[src/rtl/tt_scan_ctrl.sv]
// Truth-table scanner: walks all 16 input vectors of a shared 4-input function
// unit, captures its output per vector and compares against an expected table.
module tt_scan_ctrl #(
    parameter int SETTLE       = 0,
    parameter bit STOP_ON_FAIL = 1'b0
) (
    input  logic        clk,
    input  logic        rst,
    input  logic        start,
    input  logic        abort,
    input  logic [15:0] exp_tt,
    output logic [3:0]  fx,
    input  logic        fy,
    output logic        busy,
    output logic        done,
    output logic        pass,
    output logic [15:0] tt_out,
    output logic [4:0]  mism_cnt,
    output logic [3:0]  mism_idx,
    output logic [1:0]  dbg_state
);

    // Request/completion protocol: start is a level sampled only while idle
    // (busy=0); once accepted, busy stays high until the cycle done pulses for
    // exactly one cycle. Starts seen while busy are dropped, never queued.

    typedef enum logic [1:0] {
        IDLE   = 2'd0,
        DRIVE  = 2'd1,
        SAMPLE = 2'd2,
        FIN    = 2'd3
    } state_t;

    localparam int          SETTLE_LAST_I = (SETTLE > 0) ? SETTLE - 1 : 0;
    localparam logic [3:0]  SETTLE_LAST   = SETTLE_LAST_I[3:0];
    // Each vector starts in DRIVE only when there is settling time to spend.
    localparam state_t      VEC_ENTRY     = (SETTLE > 0) ? DRIVE : SAMPLE;

    state_t      state;
    logic [15:0] exp_q;
    logic [3:0]  settle_cnt;
    logic        mismatch;
    logic        last_vec;
    logic        stop_now;

    always_comb begin
        mismatch = (fy != exp_q[fx]);
        last_vec = (fx == 4'hF);
        stop_now = last_vec || (STOP_ON_FAIL && mismatch);
    end

    assign dbg_state = state;

    always_ff @(posedge clk or posedge rst) begin
        if (rst) begin
            state      <= IDLE;
            fx         <= 4'd0;
            busy       <= 1'b0;
            done       <= 1'b0;
            pass       <= 1'b0;
            tt_out     <= 16'd0;
            mism_cnt   <= 5'd0;
            mism_idx   <= 4'd0;
            settle_cnt <= 4'd0;
            exp_q      <= 16'd0;
        end else begin
            done <= 1'b0;
            case (state)
                IDLE: begin
                    if (start && !abort) begin
                        exp_q      <= exp_tt;
                        tt_out     <= 16'd0;
                        mism_cnt   <= 5'd0;
                        mism_idx   <= 4'd0;
                        pass       <= 1'b0;
                        fx         <= 4'd0;
                        settle_cnt <= 4'd0;
                        busy       <= 1'b1;
                        state      <= VEC_ENTRY;
                    end
                end

                DRIVE: begin
                    if (abort) begin
                        busy  <= 1'b0;
                        pass  <= 1'b0;
                        state <= IDLE;
                    end else if (settle_cnt == SETTLE_LAST) begin
                        settle_cnt <= 4'd0;
                        state      <= SAMPLE;
                    end else begin
                        settle_cnt <= settle_cnt + 4'd1;
                    end
                end

                SAMPLE: begin
                    // An abort here also drops this cycle's capture.
                    if (abort) begin
                        busy  <= 1'b0;
                        pass  <= 1'b0;
                        state <= IDLE;
                    end else begin
                        tt_out[fx] <= fy;
                        if (mismatch) begin
                            if (mism_cnt != 5'd16) begin
                                mism_cnt <= mism_cnt + 5'd1;
                            end
                            if (mism_cnt == 5'd0) begin
                                mism_idx <= fx;
                            end
                        end
                        if (stop_now) begin
                            state <= FIN;
                        end else begin
                            fx         <= fx + 4'd1;
                            settle_cnt <= 4'd0;
                            state      <= VEC_ENTRY;
                        end
                    end
                end

                FIN: begin
                    done  <= 1'b1;
                    busy  <= 1'b0;
                    pass  <= (mism_cnt == 5'd0);
                    state <= IDLE;
                end

                default: begin
                    state <= IDLE;
                end
            endcase
        end
    end

endmodule

[config.mk]
export PLATFORM = sky130hd
export DESIGN_NAME = tt_scan_ctrl
export DESIGN_NICKNAME = d
export VERILOG_FILES = /design/src/rtl/tt_scan_ctrl.sv
export SDC_FILE = /design/constraint.sdc
export NUM_CORES = 1
export LEC_CHECK = 0
export BUFFER_PORTS_ARGS = -buffer_cell sky130_fd_sc_hd__buf_2
export CORE_UTILIZATION = 50
export DETAILED_ROUTE_END_ITERATION = 12
export PLACE_DENSITY = 0.76
export SETUP_SLACK_MARGIN = 0.4
export SYNTH_ARGS = -nofsm -noshare
export SYNTH_HDL_FRONTEND = slang
export SYNTH_SLANG_ARGS = --single-unit
[constraint.sdc]
create_clock -name clk -period 2.25 [get_ports clk]
set_input_delay 0.675 -clock clk [delete_from_list [all_inputs] [get_ports clk]]
set_output_delay 0.675 -clock clk [all_outputs]
set_load 0.01 [all_outputs]
## After elaboration in Yosys (flattened, before gate mapping)

Index checks and enable logic that the tools add are counted.

- Add/subtract/negate cells: 3
- $mul: 0
- Divide/modulo/power cells: 0
- $lt $le $gt $ge: 2
- Equal/unequal tests: 15
- Shift operators: 0
- Multiplexer cells: 38
- Bitwise operators: 0
- Reductions and logical operators: 17

Operators with widths:

| operator | number |
|---|---|
| 4-bit two-way mux | 10 |
| 16-bit two-way mux | 2 |
| 16-bit one-hot mux with 2 select lines | 1 |
| 5-bit two-way mux | 4 |
| 16-bit bitwise mux | 1 |
| 4-bit one-hot mux with 2 select lines | 2 |
| 5-bit AND reduction | 3 |
| 2-bit != test (second input constant) | 7 |
| 4-bit one-hot mux with 3 select lines | 1 |
| 5-bit one-hot mux with 2 select lines | 1 |
| 4-bit by 1-bit adder with 4-bit output (second input constant) | 2 |
| 2-bit two-way mux | 4 |
| 2-bit one-hot mux with 4 select lines | 1 |
| 1-bit two-way mux | 7 |
| 1-bit one-hot mux with 3 select lines | 2 |
| 2-bit AND reduction | 3 |
| 5-bit by 1-bit adder with 5-bit output (second input constant) | 1 |
| 5-bit logical NOT | 1 |
| 4-bit by 5-bit < comparator with 1-bit output (second input constant) | 1 |
| 5-bit != test (second input constant) | 1 |
| 1-bit binary-select mux with 4-bit select | 1 |
| 1-bit demux with 4-bit select | 1 |
| 2-bit equality test (second input constant) | 2 |
| 4-bit equality test (second input constant) | 1 |
| 14 further kinds | 15 |

- Register bits: 54
- Bits in latches: 0
- RAM bits: 0
- Memory bits (read-only): 0
- Output and inout bits: 34
- Word-level logic and storage cells: 85
- Memories kept: 0

## Depth between registers and ports, before layout

- Depth in word-level cells: 7
- Gate-level depth with buffers: 9
- Mapped depth without buffers: 7

## Worst setup path before layout

Ideal clock, no wire load.

- Path kind: reg-to-reg
- From: register fx[3]
- To: register mism_cnt[3]
- Library setup time: 0.078 ns
- Arrival time: 2.226 ns
- Data required time: 2.172 ns
- Slack: -0.053 ns
- Stages on the path, launching flop included: 7
- Clock period less this slack: 2.303 ns
- Cells stage by stage: dfrtp_1 buf_6 mux2_1 mux4_2 mux2i_1 or4_1 a21oi_1

- Longest elaborated chain between the ends: 5

Ends and longest elaborated chain:

| item | RTL line | source |
|---|---|---|
| start: declaration | 12 | `output logic [3:0] fx,` |
| start signal: assignment | 115 | `fx <= fx + 4'd1;` |
| 1-bit binary-select mux with 4-bit select | 47 | `mismatch = (fy != exp_q[fx]);` |
| 1-bit two-way mux (implied by the code) | 47 |  |
| 1-bit != test | 47 |  |
| 2-bit != test (no line) | n/a |  |
| 5-bit AND reduction (no line) | n/a |  |
| end signal: assignment | 106 | `mism_cnt <= mism_cnt + 5'd1;` |
| end: declaration | 18 | `output logic [4:0] mism_cnt,` |

No other way between the ends. The select of a mux whose other input is x is not followed.
A chain may end at the register's enable or synchronous reset.

## Worst setup path after layout

Same ends and word-level chain as after synthesis.

==> qor.txt <==
Count of yosys warnings during synthesis: 0
Crit path kind: reg -> reg
Die Span Y: 80.1 um
Maximum resistive drop on vdd: 0.685 mV
Int Pwr: 2.57 mW
Power Dens Cells: 1130 nW/um^2
Violated checks: setup timing
Number of buffers created by CTS: 5
Area share of the leading cell type in the synthesized netlist: 0.443
Count of state elements after synthesis: 54
Dominant delay contributor by cell family on the critical path: multiplexers
Count of mapped cells out of synthesis: 313
Sum of routed wire length over all layers: 7.17 mm
Final core area utilization: 0.631
Worst path depth: 6
Required time reported for the critical path endpoint: 2500 ps
Critical path capture point type: flip-flop
CTS tree: built
Routed via count: 2571
Pin count of the biggest net entering global routing: 26
Cells taking the most area after synthesis: dfrtp_1 44%, mux2_2 7.4%, nand2_1 7.1%
Final ANT Viol Nets: 0
Area of all placed cells without fillers: 3730 sq um
DR WL/cell: 15.9 um
Largest stage delay on the critical path: 550 ps
Final nets: 407
Die area: 6420 sq um
Maximum fanout along the worst path: 4
CP bufs+invs: 1
Synthesized netlist net count: 346
First-pass GRT wire length: 11.4 mm
Initial cell density of the core: 0.515
Crit-path cells: buf_12 -> mux2_4 -> mux4_2 -> mux2i_2 -> or4_1 -> a21oi_1
R2r worst-path depth: 6
Slowest stage cell on the critical path: mux4_2
Hold buffer count at CTS: 0
Setup repair after global routing missed its margin: yes
Footprint of the flip-flops and latches: 1360 sq um
Area of placed instances: 3460 sq um
Clock insertion delay at the later pin of the skew report: 320 ps
IO Port Bufs: 54
Worst Setup Start Kind: flip-flop
FF-to-FF End: mism_cnt[3]$_DFFE_PP0P_
Antenna violations before repair: 0
Worst setup path startpoint: fx[3]$_DFFE_PP0P_
Seq pwr share: 0.353
Peak Freq: 0.438 GHz
Class of the tightest hold or removal check: in -> async
Clock network fraction of design power: 0.155
Count of pins over their slew limit: 0
Total track usage: 0.234
Measured slew at the worst slew-check pin: 591 ps
Total number of clock tree sinks: 54
Final total power: 4.23 mW
Number of levels the H-tree was split into: 2
Mapped Area: 3050 sq um
Worst-case register-to-register setup slack: -30 ps
Growth of design area from synthesis to finish: 22.4%
Post-route minimum period: 2280 ps
Total negative slack for setup checks: -64.1 ps
Final clock skew: 14.5 ps
Vias in the first global route: 2384
Slack of the critical path: -34.5 ps
Row Count: 28
Length of the first detailed-routing pass in iterations: 4
Final number of hold-violating endpoints: 0
Sequential element share of the synthesized area: 0.443
NetSw: 1.66 mW
Endpoint of the worst setup timing path: mism_cnt[3]$_DFFE_PP0P_
Post-detailed-route via-to-cell ratio: 5.71
Mean post-synth cell area: 9.75 sq um
MaxCap Viol Count: 0
Post-synthesis async set-or-reset flop share: 1.00
Predominant post-synthesis flop cell: dfrtp_1
Fill cell total of the finished layout: 483
Core area: 5920 sq um
Multi-input gate area in the final layout: 1670 sq um
Yosys cell types: 46
Most repeated cell in the gate-level netlist after synthesis: nand2_1
Reg2Reg Launch Point: fx[3]$_DFFE_PP0P_
Global placer's final weighted congestion: 0.812
Relative slew slack: 0.605
Count of unresolved DRC violations after routing: 0
Portion of the clock cycle consumed by the worst path in the final layout: 1.02
Share of power burned in combinational logic: 0.492
Number of buffers between clock root and the deepest sink: 2
Total I/O pin count: 55
Commonest cells post-synth: 58 x nand2_1, 54 x dfrtp_1, 22 x nand3_1
Total setup violations reported at the end of the flow: 3
Chip Width: 80.1 um
Number of diodes: 0
Run status: finished with violations
Worst Path Arrival: 2540 ps
Congestion Overflow GR: 0
Clock Root Buffer: clkbuf_8
Sum of net half-perimeters after detailed placement: 5.03 mm
Share of layout cells above drive strength 1: 0.344
Leakage power summed over all cells: 1.76 nW
DR iter-0 viols: 178
Clock transition at the registers of the reported paths: 110 ps
EDFF count, synth: 0
Switching fraction of total power: 0.393
Top cell type by total area after synthesis: dfrtp_1
## repair_timing
action	4_1_cts	5_1_grt
setup buffers	0	5
endpoints found under the setup margin	28	31
gates resized for setup	13	15
pin swaps	1	4
cloned	1	1
## cell type report
type	instances	area share
inverter	11	0.0121
multi-input combinational	228	0.448
clock buffer	5	0.0184
tap	75	0.0251
sequential	54	0.363
clock inverter	3	0.0107
timing repair buffer	74	0.122
## kinds of logic after synthesis
family / Yosys count / synth area share
flops: 54 / 0.443
simple gates: 124 / 0.196
mux: 33 / 0.131
compound gates: 59 / 0.138
buf+inv: 31 / 0.0435
fa+ha+maj: 12 / 0.0492
## worst reg2reg max path, cell delays in order (launching register included)
cell and delay, ps:
dfrtp_2 440, buf_12 140, mux2_4 280, mux4_2 550, mux2i_2 210, or4_1 470, a21oi_1 140
## per-layer routing
metal,vias to the layer above,share of wire,track usage
met5,-,0,0
met4,0,0.014,0.0661
met3,11,0.045,0.0477
met2,69,0.49,0.392
met1,1255,0.45,0.305
li1,1236,-,-
## flip-flops by register name, indices dropped and copies added, names as in the netlist
| register | flops |
|---|---|
| pass | 1 |
| busy | 1 |
| mism_idx | 4 |
| fx | 4 |
| mism_cnt | 5 |
| dbg_state | 2 |
| exp_q | 16 |
| done | 1 |
| settle_cnt | 4 |
| tt_out | 16 |
## power by group through the flow
stage / Sequential [mW] / Clock [mW] / Combinational, mW
after floorplan: 1.48 / 0 / 1.37
after global placement: 1.51 / 0 / 1.75
after detailed placement: 1.52 / 0 / 1.81
after CTS: 1.50 / 0.671 / 1.90
after global routing: 1.53 / 0.710 / 2.28
final: 1.49 / 0.655 / 2.08
## cells in the final DEF (no fill, tap or decap), types with 6 or more instances in the layout
cell type  instances
nor2_1            10
inv_1             10
nand3_1           22
nor2b_1            7
o211ai_1           7
dfrtp_1           51
a21oi_1            6
nand2_1           57
buf_2             56
a22o_1            12
o21ai_0           13
buf_4             13
ha_1               8
mux2_2            19
## stage by stage
step,hold slack (ps),worst slack [ps],instances
6_report,402,-34.5,450
5_1_grt,427,-109,450
4_1_cts,406,-6.09,444
3_5_place_dp,486,-90.7,435
3_3_place_gp,484,6.45,435
2_1_floorplan,468,48.6,313
## worst min-delay path by stage
stage                                      endpoint  cells past startpoint                      start
final                              pass$_DFFE_PP0P_                      2                        rst
after global routing               pass$_DFFE_PP0P_                      2                        rst
after CTS                          busy$_DFFE_PP0P_                      2                        rst
after detailed placement      tt_out[6]$_DFFE_PP0P_                      1      tt_out[6]$_DFFE_PP0P_
after global placement        tt_out[6]$_DFFE_PP0P_                      1      tt_out[6]$_DFFE_PP0P_
after floorplan           settle_cnt[2]$_DFFE_PP0P_                      1  settle_cnt[2]$_DFFE_PP0P_
Note: power is estimated with default switching activity, not from simulation.
